--- src/rtl/addr_seq_pkg.sv ---
// Shared constants for the address sequencer and addr_sel: state encoding,
// the idle serial value and the sweep-window formula both blocks must agree on.
package addr_seq_pkg;

  localparam logic [1:0] S_IDLE  = 2'd0;
  localparam logic [1:0] S_RUN   = 2'd1;
  localparam logic [1:0] S_DRAIN = 2'd2;
  localparam logic [1:0] S_DONE  = 2'd3;

  // Serial value that maps every queue in addr_sel to ADDR_MAX.
  localparam logic [6:0] ADDR_IDLE = 7'd127;

  // Final serial number needed by the last queue.
  function automatic int calc_last(input int sweep_base, input int queue_count,
                                   input int queue_size);
    return sweep_base + (queue_count - 1) * queue_size;
  endfunction

endpackage

--- src/rtl/addr_seq_ctrl.sv ---
// Sequencer feeding addr_sel: sweeps addr_serial_num 0..LAST once per tile,
// back-to-back, then idles the serial number while the array drains.
//
// state   | meaning
// --------+-----------------------------------------------
// IDLE    | waiting for start, serial parked at ADDR_IDLE
// RUN     | sweeping 0..LAST, one sweep per tile
// DRAIN   | serial parked, counting down the array flush
// DONE    | one-cycle completion pulse
module addr_seq_ctrl
  import addr_seq_pkg::*;
#(
  parameter int ARRAY_SIZE   = 8,
  parameter int QUEUE_COUNT  = (ARRAY_SIZE + 3) / 4,
  parameter int QUEUE_SIZE   = 4,
  parameter int SWEEP_BASE   = 98,
  parameter int DRAIN_CYCLES = 2 * ARRAY_SIZE + 2,
  parameter logic [6:0] ADDR_IDLE = addr_seq_pkg::ADDR_IDLE
) (
  input  logic       clk,
  input  logic       rst,
  input  logic       start,
  input  logic [7:0] num_tiles,
  input  logic       hold,
  output logic [6:0] addr_serial_num,
  output logic       acc_clear,
  output logic [7:0] tile_idx,
  output logic       busy,
  output logic       done
);

  localparam int LAST = calc_last(SWEEP_BASE, QUEUE_COUNT, QUEUE_SIZE);
  localparam logic [6:0] LAST_A = 7'(LAST);
  localparam int CW = $clog2(DRAIN_CYCLES) + 1;
  localparam logic [CW-1:0] DRAIN_LOAD = CW'(DRAIN_CYCLES - 1);

  // ADDR_IDLE must stay outside every queue window.
  if (LAST > 126) begin : g_last_check
    $error("addr_seq_ctrl: LAST exceeds 126, ADDR_IDLE would alias a queue window");
  end

  logic [1:0]    state_q, state_d;
  logic [7:0]    tiles_m1_q;
  logic [CW-1:0] drain_cnt_q;
  logic          sweep_end;
  logic          last_tile;

  assign sweep_end = (addr_serial_num == LAST_A);
  assign last_tile = (tile_idx == tiles_m1_q);

  // State register
  always_ff @(posedge clk or posedge rst) begin
    if (rst) state_q <= S_IDLE;
    else     state_q <= state_d;
  end

  // Next-state logic; hold freezes RUN and DRAIN but never DONE
  always_comb begin
    state_d = state_q;
    case (state_q)
      S_IDLE:  if (start) state_d = S_RUN;
      S_RUN:   if (!hold && sweep_end && last_tile) state_d = S_DRAIN;
      S_DRAIN: if (!hold && drain_cnt_q == '0) state_d = S_DONE;
      S_DONE:  state_d = S_IDLE;
      default: state_d = S_IDLE;
    endcase
  end

  // Serial number, tile index, latched tile count and drain counter
  always_ff @(posedge clk or posedge rst) begin
    if (rst) begin
      addr_serial_num <= ADDR_IDLE;
      tile_idx        <= 8'd0;
      tiles_m1_q      <= 8'd0;
      drain_cnt_q     <= '0;
    end else begin
      case (state_q)
        S_IDLE: begin
          if (start) begin
            // A tile count of zero runs a single tile.
            tiles_m1_q      <= (num_tiles == 8'd0) ? 8'd0 : num_tiles - 8'd1;
            tile_idx        <= 8'd0;
            addr_serial_num <= 7'd0;
          end
        end
        S_RUN: begin
          if (!hold) begin
            if (!sweep_end) begin
              addr_serial_num <= addr_serial_num + 7'd1;
            end else if (!last_tile) begin
              addr_serial_num <= 7'd0;
              tile_idx        <= tile_idx + 8'd1;
            end else begin
              addr_serial_num <= ADDR_IDLE;
              drain_cnt_q     <= DRAIN_LOAD;
            end
          end
        end
        S_DRAIN: begin
          if (!hold && drain_cnt_q != '0) drain_cnt_q <= drain_cnt_q - CW'(1);
        end
        default: ;
      endcase
    end
  end

  // Status outputs decoded from state
  always_comb begin
    busy      = (state_q != S_IDLE);
    done      = (state_q == S_DONE);
    acc_clear = (state_q == S_RUN) && (addr_serial_num == 7'd0);
  end

endmodule

--- config.mk ---
export PLATFORM = sky130hd
export DESIGN_NAME = addr_seq_ctrl
export DESIGN_NICKNAME = d
export VERILOG_FILES = /design/src/rtl/addr_seq_pkg.sv /design/src/rtl/addr_seq_ctrl.sv
export SDC_FILE = /design/constraint.sdc
export NUM_CORES = 1
export LEC_CHECK = 0
export ABC_AREA = 1
export BUFFER_PORTS_ARGS = -buffer_cell sky130_fd_sc_hd__buf_4
export CORE_MARGIN = 5
export CORE_UTILIZATION = 35
export DETAILED_ROUTE_END_ITERATION = 10
export GPL_TIMING_DRIVEN = 0
export SYNTH_ARGS = -nofsm -noshare
export SYNTH_HDL_FRONTEND = slang
export SYNTH_SLANG_ARGS = --single-unit
--- constraint.sdc ---
create_clock -name clk -period 1.9 [get_ports clk]
set_input_delay 0 -clock clk [delete_from_list [all_inputs] [get_ports clk]]
set_output_delay 0 -clock clk [all_outputs]
set_load 0.01 [all_outputs]
# [Word level (Yosys, flattened, before mapping)]
# Cells that the tools add are included.
[word_totals] reg_bits=31 output_inout_bits=18 elab_cells=61
[op_classes] add_sub_neg=4 eq_ne=13 mux=20 n_reduce_logical=19
[op_table] cell="$mux W8" count=5
[op_table] cell="$mux W7" count=4
[op_table] cell="$mux W6" count=4
[op_table] cell="$ne A2 B2 Y1 const B" count=8
[op_table] cell="$pmux W8 S2" count=1
[op_table] cell="$pmux W7 S2" count=1
[op_table] cell="$pmux W6 S2" count=1
[op_table] cell="$reduce_and A5 Y1" count=2
[op_table] cell="$add A8 B1 Y8 const B" count=1
[op_table] cell="$eq A8 B8 Y1" count=1
[op_table] cell="$logic_not A8 Y1" count=1
[op_table] cell="$pmux W2 S4" count=1
[op_table] cell="$sub A8 B1 Y8 const B" count=1
[op_table] cell="$add A7 B1 Y7 const B" count=1
[op_table] cell="$eq A7 B7 Y1 const B" count=1
[op_table] cell="$logic_not A7 Y1" count=1
[op_table] cell="$logic_not A6 Y1" count=1
[op_table] cell="$mux W2" count=3
[op_table] cell="$reduce_and A3 Y1" count=2
[op_table] cell="$reduce_bool A2 Y1" count=3
[op_table] cell="$reduce_bool A6 Y1" count=1
[op_table] cell="$sub A6 B1 Y6 const B" count=1
[op_table] cell="$logic_and A1 B1 Y1" count=5
[op_table] cell="$eq A2 B2 Y1 const B" count=2
[op_table] cell="4 further kinds" count=4

# [Depth between registers and ports, before layout]
# Gate-level depths: netlist of run 1.
[logic_depth] word_depth=5 depth_mapped=11

# [Worst setup path after synthesis of run 1]
# OpenSTA, ideal clock, no wires.
[synth_path] path_kind="flip-flop to flip-flop" from="register addr_serial_num[1]" to="register drain_cnt_q[1]" arrival_ns=1.522 required_ns=1.783 setup_slack_ns=0.261 stages_incl_launch_ff=9 path_buffers=0 synth_period_minus_slack_ns=1.639 cell_sequence="dfstp_2 ha_1 nand4_2 nor3_4 nand3_2 nand2_4 nand3_4 nand2_1 nand2_1"
[synth_via] elab_chain_len=3
[synth_lines] item="from (decl)" line_no="addr_seq_ctrl.sv:25" text="output logic [6:0] addr_serial_num,"
[synth_lines] item="from (signal assigned)" line_no="addr_seq_ctrl.sv:89" text="addr_serial_num <= addr_serial_num + 7'd1;"
[synth_lines] item="$eq A7 B7 Y1" line_no="addr_seq_ctrl.sv:48" text="assign sweep_end = (addr_serial_num == LAST_A);"
[synth_lines] item="$ne A2 B2 Y1 (no line)"
[synth_lines] item="$reduce_and A5 Y1 (no line)"
[synth_lines] item="to (signal assigned)" line_no="addr_seq_ctrl.sv:100" text="if (!hold && drain_cnt_q != '0) drain_cnt_q <= drain_cnt_q - CW'(1);"
[synth_lines] item="to (decl)" line_no="addr_seq_ctrl.sv:44" text="logic [CW-1:0] drain_cnt_q;"
# Every way passes these cells.
# A chain may end at the register's enable or synchronous reset.

# [Worst setup path in the final report of run 1]
[layout_path] from="register state_q[0]" to="register addr_serial_num[1]"
[layout_via] elab_chain_len=3 word_cells_on_any_way=7 classes_between="eq/ne: 3; mux: 1; reduce/logical: 3"
[layout_lines] item="from (decl)" line_no="addr_seq_ctrl.sv:42" text="logic [1:0] state_q, state_d;"
[layout_lines] item="from (signal assigned)" line_no="addr_seq_ctrl.sv:54" text="else state_q <= state_d;"
[layout_lines] item="$eq A2 B1 Y1 / $logic_not A2 Y1 (equally long branches)" line_no="addr_seq_ctrl.sv:77" text="case (state_q)"
[layout_lines] item="$ne A2 B2 Y1 (no line) / $reduce_bool A2 Y1 (equally long branches)"
[layout_lines] item="$reduce_and A3 Y1 (no line)"
# Several ways; a longest one is shown, not always the timed one.

==> results of run 1 <==
## through the flow
stage / area, µm² / hold slack, ns / std cells / util (%) / worst slack (ns)
global route: 2580 / 0.0464 / 392 / 44.1 / -0.0104
CTS: 2500 / 0.0321 / 385 / 42.8 / 0.0273
finish: 2580 / 0.0296 / 392 / 44.1 / 0.103
detailed placement: 2390 / 0.214 / 375 / 40.9 / 0.0354
global placement: 2390 / 0.212 / 375 / 40.9 / 0.0454
floorplan: 2080 / 0.0983 / 271 / - / 0.261
## worst max path at each step
stage                              startpoint                              to  slack (ns)  depth (start not counted)
6_report               state_q[0]$_DFFE_PP0P_  addr_serial_num[1]$_DFFE_PP1P_        0.10                          7
5_1_grt        addr_serial_num[1]$_DFFE_PP1P_      drain_cnt_q[0]$_DFFE_PP0P_       -0.01                          8
4_1_cts                state_q[0]$_DFFE_PP0P_      drain_cnt_q[1]$_DFFE_PP0P_        0.03                          8
3_5_place_dp           state_q[0]$_DFFE_PP0P_      drain_cnt_q[1]$_DFFE_PP0P_        0.04                          8
3_3_place_gp           state_q[0]$_DFFE_PP0P_      drain_cnt_q[5]$_DFFE_PP0P_        0.05                          8
2_1_floorplan  addr_serial_num[1]$_DFFE_PP1P_      drain_cnt_q[1]$_DFFE_PP0P_        0.26                          8
## what timing repair did
action	4_1_cts	5_1_grt
endpoints found under the setup margin	0	16
buffers inserted	0	5
hold buffers	2	1
hold endpoints to repair	2	26
gates resized for setup	0	2
## cells in the final DEF (no fill, tap or decap), types with 2 or more instances in the layout
cell type,instances
dlygate4sd3_1,3
nor2_1,21
xor2_1,8
nand2_4,3
clkbuf_8,6
buf_4,35
o21ai_0,15
nand2_1,79
dfstp_2,7
nor3b_1,2
nand3_1,17
dfrtp_1,24
ha_1,12
nor3_1,4
nand4_1,15
o22ai_1,3
inv_1,32
a21oi_1,2
xnor2_1,9
## layer usage
| metal | track usage [%] | wire length (µm) |
|---|---|---|
| met3 | 3.12 | 175 |
| met4 | 4.18 | 79 |
| met1 | 16.2 | 2210 |
| met2 | 21.7 | 2170 |
| met5 | 0 | 0 |
## state kept, by name (all words and copies together) (netlist names)
signal,cells
drain_cnt_q,6
state_q,2
tile_idx,8
tiles_m1_q,8
addr_serial_num,7
## cells by family (layout without fill, tap and decap cells)
family	Yosys count	in the layout	synth area share (%)
fa+ha+maj	12	12	7.22
simple gates	152	152	34.7
buf+inv	36	82	6.73
compound gates	23	23	6.49
xor+xnor	17	17	7.16
flops	31	31	37.7
## power groups by stage
stage / registers, µW / clock network (µW) / logic, µW
5_1_grt: 1080 / 578 / 1840
4_1_cts: 1050 / 549 / 1540
2_1_floorplan: 1020 / 0 / 1150
6_report: 1050 / 536 / 1600
3_5_place_dp: 1060 / 0 / 1540
3_3_place_gp: 1050 / 0 / 1520
## final cells by class
type,instances,area (µm²)
clock inverter,1,5.00
inverter,34,128
sequential,31,785
buffer,2,12.5
clock buffer,7,86.3
fill,588,3270
tap,75,93.8
multi-input combinational,204,1160
timing repair buffer,38,305
## critical path: cells and delay by family, from the launching register on
kind,cells,cell delay [ns]
buffers and inverters,2,0.24
AOI/OAI and AO/OA,3,0.64
adders and majority gates,1,0.21
and+or+nand+nor,1,0.22
DFF,1,0.40
==> reports/results.ini, run 1 <==
[sta]
finalCriticalPeriod_ns = 1.80
worst_pin_slew_ns = 0.398
slew-limit-headroom_pct = 73.3
period_share_pct = 94.6
setup-violations-final = 0
skew_ns = 0.00517
report.final.slew_viol_count = 0
hold_viol_final = 0
tns_ns = 0
fmax_ghz = 0.557

[power]
power_density_nw_per_um2 = 1240
p_clk_share_pct = 16.8
finalPower_uw = 3190
p_switching_uw = 1390
vdd_drop_max_uv = 437
p_int_uw = 1790
pwr-share-seq_pct = 32.8
combinationalPowerShare_pct = 50.4
sw_frac_of_total_pct = 43.8
p_leak_uw = 0.00127

[setup_path]
crit_path_max_incr_delay_ns = 0.40
ff2ff_path_depth = 7
crit_path_start_kind = register
r2r_slack_ns = 0.10
endpoint_kind = register
slowest_stage = dfrtp_1
critical_path_class = reg -> reg
worstReg2RegEnd = addr_serial_num[1]$_DFFE_PP1P_
arrival_ns = 2.00
worstPathMaxFanout = 6
path_cells = inv_1, ha_1, inv_1, o21ai_0, a21oi_4, nand3_1, o21ai_0
r2r_start = state_q[0]$_DFFE_PP0P_
required_ns = 2.10

[logic_synthesis]
synth.distinct_cells = 32
synth_top_area_share_pct = 28.9
synth_nets = 295
yosysWarningCount = 0
synth_most_common_cell = nand2_1
synth_area_leader_cell = dfrtp_1
synthTopCellsByArea = dfrtp_1 (29%), nand2_1 (14%), dfstp_2 (8.8%), ha_1 (7.2%), inv_1 (6.0%)
synthArstFlopShare_pct = 100
synth_common_cells = nand2_1 (79), inv_1 (33), dfrtp_1 (24)
synth_area_um2 = 2080
syn_avg_cell_area_um2 = 7.68
synthFlopType = dfrtp_1
synth-seq-cells = 31
ys_seq_area_share_pct = 37.7
synth_edf_count = 0
syn-instance-count = 271

[global_route]
grtUsageTotal_pct = 12.9
overflow = 0
antenna_found_initial = 0
grt_max_degree = 32
grt_pass1_vias = 1723
grt_pass1_wl_um = 7780

[clocking]
cts_tree = built
clk_path_buf_depth = 2
cts.htree.levels = 2
cts-root-buf = clkbuf_8
cts_made_buffers = 5
clk_pin_slew_ns = 0.07
cts.sinks = 31
clock_latency_ns = 0.28

[worst_hold_path]
min_to = tiles_m1_q[2]$_DFFE_PP0P_
hold_class = in -> reg
min_path_cells = 3
worstHoldStart = num_tiles[2]

[floorplan]
fp-row-count = 28
io_pins = 30
start_util_pct = 35.6
dieHeight_um = 87.1
chipWidth_um = 87.1
coreArea_um2 = 5850
dieArea_um2 = 7590

[detailed_routing]
drt_iter0_drc = 67
vias_per_cell = 4.71
drcViolationCount = 0
firstDrtPassIters = 4
num_vias = 1847
ant_nets = 0
totalWireLength_um = 4630
wire_per_inst_um = 11.8

[cells_and_area]
antennaDiodeCount = 0
syn2layout_area_growth_pct = 24.0
nets = 340
drive_gt1_share_pct = 20.2

[placement]
dp_hpwl_um = 3360
portBuffers = 29
place_congestion = 0.832

[flow_run]
cap_violations = 0

[run_status]
status = completed

Power figures use the tool's default switching activity.
==> run 2: changes to the inputs <==
Settings changed: CTS_BUF_LIST from default to sky130_fd_sc_hd__clkbuf_8.
==> run 2 against run 1 <==
Net effect:
- combinational power about the same
- register-to-register slack about the same
- die area is the same
- hold slack about the same
- fmax is essentially flat
- sequential power barely moved
- utilization did not move
- global-route usage is the same
- critical endpoint unchanged
- clock skew barely moved
- worst setup slack about the same
- via count stayed put
- highest routed layer unchanged
==> reports/results.ini, run 2 (synthesized netlist as in run 1, its figures left out) <==
[detailed_routing]
vias_per_cell = 4.71
wire_per_inst_um = 11.8
drcViolationCount = 0
ant_nets = 0
drt_iter0_drc = 67
totalWireLength_um = 4630
firstDrtPassIters = 4
num_vias = 1847

[sta]
finalCriticalPeriod_ns = 1.80
period_share_pct = 94.6
slew-limit-headroom_pct = 73.3
report.final.slew_viol_count = 0
hold_viol_final = 0
setup-violations-final = 0
worst_hold_slack_ns = 0.0295
skew_ns = 0.00526
fmax_ghz = 0.556
worst_pin_slew_ns = 0.398

[worst_hold_path]
min_path_cells = 3
hold_class = in -> reg
worstHoldStart = num_tiles[2]

[cells_and_area]
mostFrequentLayoutCells = nand2_1 (79), buf_4 (35), inv_1 (33)
design_area_um2 = 2580
syn2layout_area_growth_pct = 24.0
antennaDiodeCount = 0
final_common_cell = nand2_1
reg_top3 = tile_idx x8, tiles_m1_q x8, addr_serial_num x7
nets = 340
drive_gt1_share_pct = 20.2
fin_cells = 392

[clocking]
cts-root-buf = clkbuf_8
cts_tree = built
cts.htree.levels = 2
cts.sinks = 31
cts_made_buffers = 5
clk_pin_slew_ns = 0.07
clk_path_buf_depth = 2
clock_latency_ns = 0.28

[placement]
place_congestion = 0.832
dp_hpwl_um = 3360
portBuffers = 29
dp_cells = 375
place_area_um2 = 2390

[power]
p_clk_share_pct = 16.7
power_density_nw_per_um2 = 1230
sw_frac_of_total_pct = 43.8
p_int_uw = 1790
p_switching_uw = 1390
pwr-share-seq_pct = 32.9
p_leak_uw = 0.00127
combinationalPowerShare_pct = 50.4
vdd_drop_max_uv = 437

[floorplan]
dieHeight_um = 87.1
io_pins = 30
dieArea_um2 = 7590
coreArea_um2 = 5850
fp-row-count = 28
chipWidth_um = 87.1
start_util_pct = 35.6

[setup_path]
r2r_start = state_q[0]$_DFFE_PP0P_
ff2ff_path_depth = 7
required_ns = 2.10
critical_path_class = reg -> reg
crit_path_start = state_q[0]$_DFFE_PP0P_
arrival_ns = 2.00
crit_path_start_kind = register
endpoint_kind = register
worstPathMaxFanout = 6

[global_route]
grt_max_degree = 32
grtUsageTotal_pct = 12.9
grt_pass1_vias = 1723
grt_pass1_wl_um = 7780
overflow = 0
antenna_found_initial = 0

[run_status]
status = completed

[flow_run]
cap_violations = 0

==> run 2: layout make-up <==
| type | count | area, µm² |
|---|---|---|
| buffer | 2 | 12.5 |
| clock buffer | 6 | 82.6 |
| clock inverter | 2 | 8.76 |
| fill | 588 | 3270 |
| inverter | 34 | 128 |
| multi-input combinational | 204 | 1160 |
| sequential | 31 | 785 |
| tap | 75 | 93.8 |
| timing repair buffer | 38 | 305 |
==> run 2: worst paths after layout <==
path	to	slack, ns
worst max-delay path	addr_serial_num[1]$_DFFE_PP1P_	0.10
worst min-delay path	tiles_m1_q[2]$_DFFE_PP0P_	0.03
worst max register to register	addr_serial_num[1]$_DFFE_PP1P_	0.10
worst min register to register	drain_cnt_q[5]$_DFFE_PP0P_	0.50
max in group asynchronous	addr_serial_num[3]$_DFFE_PP1P_	1.24
min in group asynchronous	drain_cnt_q[4]$_DFFE_PP0P_	0.18
==> run 2: stage by stage <==
stage	power, µW	TNS, ns	worst slack (ns)	util, %
after floorplan	2180	0	0.261	-
after global placement	2570	0	0.0454	40.9
after detailed placement	2590	0	0.0354	40.9
after CTS	3130	0	0.0271	42.8
after global routing	3490	-0.0254	-0.0104	44.1
final	3180	0	0.103	44.1
==> run 2: what timing repair did <==
action / CTS / global route
setup buffers: 0 / 5
endpoints found under the setup margin: 0 / 16
gates resized for setup: 0 / 2
endpoints found under the hold margin: 2 / 26
hold buffers: 2 / 1
==> run 2: power groups by stage <==
stage / combinational, µW / sequential, µW / clock [µW]
2_1_floorplan: 1150 / 1020 / 0
3_3_place_gp: 1520 / 1050 / 0
3_5_place_dp: 1540 / 1060 / 0
4_1_cts: 1540 / 1050 / 543
5_1_grt: 1840 / 1080 / 573
6_report: 1600 / 1050 / 531
==> run 2: layer usage <==
metal / vias up / routed length [µm] / global-route usage [%] / part of all wire (%)
met2: 37 / 2170 / 21.7 / 47
li1: 970 / - / - / -
met3: 8 / 175 / 3.12 / 3.8
met4: 0 / 79 / 4.18 / 1.7
met5: - / 0 / 0 / 0
met1: 832 / 2210 / 16.2 / 48
==> run 2: critical path, cell delays in order (launching register included) <==
cell and delay (ns):
dfrtp_1 0.40, inv_1 0.08, ha_1 0.21, inv_1 0.16, o21ai_0 0.18, a21oi_4 0.24, nand3_1 0.22, o21ai_0 0.22
==> run 3: changes to the inputs <==
Settings changed: CELL_PAD_IN_SITES_DETAIL_PLACEMENT from default to 1, CELL_PAD_IN_SITES_GLOBAL_PLACEMENT from default to 1, PLACE_DENSITY_LB_ADDON from default to 0.1.
==> run 3 against run 2 <==
Net effect:
- register-to-register slack better by 0.03 ns
- largest cell class unchanged
- total power up 2.4%
- critical endpoint is now drain_cnt_q[4]$_DFFE_PP0P_
- wire length up 11%
- non-clock buffer count up 1
- first-iteration DRC count down 52%
==> reports/results.ini, run 3 (synthesized netlist as in run 1, its figures left out) <==
[setup_path]
crit_path_frequent_cell = nand2_1
path_cells = ha_1, nand4_2, nor3_4, nand3_2, nand2_4, nand3_4, nand2_1, nand2_1
arrival_ns = 1.95
endpoint_kind = register
r2r_start = addr_serial_num[1]$_DFFE_PP1P_
crit_buf_inv = 0
ff2ff_path_depth = 8
required_ns = 2.08
worstPathMaxFanout = 7
slowest_stage = dfstp_2
critical_path_class = reg -> reg
r2r_slack_ns = 0.13
crit_path_start_kind = register
critical_path.top_delay_family = simple AND/OR/NAND/NOR gates
crit_path_max_incr_delay_ns = 0.57
worstReg2RegEnd = drain_cnt_q[4]$_DFFE_PP0P_

[sta]
setup-violations-final = 0
hold_viol_final = 0
report.final.slew_viol_count = 0
slew-limit-headroom_pct = 54.7
layout_setup_ws_ns = 0.130
skew_ns = 0.00767
period_share_pct = 93.2
finalCriticalPeriod_ns = 1.77
fmax_ghz = 0.565
worst_pin_slew_ns = 0.679
tns_ns = 0

[power]
power_density_nw_per_um2 = 1270
vdd_drop_max_uv = 578
p_leak_uw = 0.00127

[cells_and_area]
final_common_cell = nand2_1
syn2layout_area_growth_pct = 23.2
drive_gt1_share_pct = 20.8
fin_cells = 393
reg_top3 = tile_idx x8, tiles_m1_q x8, addr_serial_num x7
fill_cells = 728
antennaDiodeCount = 0
design_area_um2 = 2560
nets = 341
mostFrequentLayoutCells = nand2_1 (79), buf_4 (39), inv_1 (34)

[detailed_routing]
firstDrtPassIters = 4
vias_per_cell = 4.83
drcViolationCount = 0
drt_iter0_drc = 32
totalWireLength_um = 5150
wire_per_inst_um = 13.1
ant_nets = 0
num_vias = 1899

[floorplan]
coreArea_um2 = 5850
dieHeight_um = 87.1
fp-row-count = 28
start_util_pct = 35.6
dieArea_um2 = 7590
io_pins = 30
chipWidth_um = 87.1

[worst_hold_path]
worstHoldStart = num_tiles[7]
min_to = tiles_m1_q[7]$_DFFE_PP0P_
min_path_cells = 3
hold_class = in -> reg

[global_route]
grt_pass1_wl_um = 8900
overflow = 0
antenna_found_initial = 0
grt_max_degree = 32
grt_pass1_vias = 1916
grtUsageTotal_pct = 14.8

[placement]
place_congestion = 0.773
pre_cts_ws_ns = -0.0136
dp_hpwl_um = 3760
dp_cells = 375
place_area_um2 = 2390
portBuffers = 29

[clocking]
cts_tree = built
clk_pin_slew_ns = 0.07
cts-root-buf = clkbuf_8
clock_latency_ns = 0.29
cts_made_buffers = 5
cts.htree.levels = 2
clk_path_buf_depth = 2
cts.sinks = 31

[run_status]
status = completed

[flow_run]
cap_violations = 0

## run 3: how the worst max path moves through the flow
stage	from	to	slack [ns]	cells after the start
finish	addr_serial_num[1]$_DFFE_PP1P_	drain_cnt_q[4]$_DFFE_PP0P_	0.13	8
global route	state_q[1]$_DFFE_PP0P_	tile_idx[1]$_DFFE_PP0P_	-0.02	10
CTS	addr_serial_num[1]$_DFFE_PP1P_	drain_cnt_q[5]$_DFFE_PP0P_	0.02	8
detailed placement	state_q[0]$_DFFE_PP0P_	drain_cnt_q[2]$_DFFE_PP0P_	-0.01	8
global placement	state_q[0]$_DFFE_PP0P_	drain_cnt_q[4]$_DFFE_PP0P_	-0.03	8
floorplan	addr_serial_num[1]$_DFFE_PP1P_	drain_cnt_q[1]$_DFFE_PP0P_	0.26	8
## run 3: per-layer routing
layer / GRT usage, % / vias to the layer above / part of all wire (%)
met5: 0 / - / 0
met4: 5.02 / 0 / 1.3
met3: 3.50 / 7 / 4.4
met2: 23.1 / 31 / 45
met1: 20.1 / 885 / 49
li1: - / 976 / -
## run 3: metrics by stage
| step | hold slack (ns) | power (µW) | utilization, % |
|---|---|---|---|
| after global routing | 0.0319 | 3590 | 43.8 |
| after CTS | 0.000953 | 3170 | 42.6 |
| after global placement | 0.210 | 2610 | 40.9 |
| final | 0.0123 | 3260 | 43.8 |
| after detailed placement | 0.221 | 2640 | 40.9 |
| after floorplan | 0.0983 | 2180 | - |
## run 3: cell type report
class | instances | area (µm²) | area share [%]
Clock inverter | 3 | 12.5 | 0.488
Sequential cell | 31 | 785 | 30.6
Inverter | 34 | 128 | 4.98
Clock buffer | 5 | 68.8 | 2.68
Tap cell | 75 | 93.8 | 3.66
Buffer | 2 | 15.0 | 0.586
Multi-Input combinational cell | 204 | 1160 | 45.4
Timing Repair Buffer | 39 | 298 | 11.6
## run 3: worst register-to-register path: cells and delay by family (launching register included)
family	cells	cell delay (ns)
adders and majority gates	1	0.16
DFF	1	0.57
and+or+nand+nor	7	0.93
## run 3: repair_timing
item / CTS / global route
gates resized for setup: 1 / 5
hold buffers: 1 / 1
setup endpoints to repair: 6 / 23
pin swaps: 1 / 2
buffers inserted: 1 / 7
endpoints found under the hold margin: 1 / 24
## run 3: report_power, final
group	internal, µW	switching [µW]	leakage [µW]
registers	868	171	0.000384
logic	689	1030	0.000839
clock network	246	250	0.0000505
total	1800	1450	0.00127
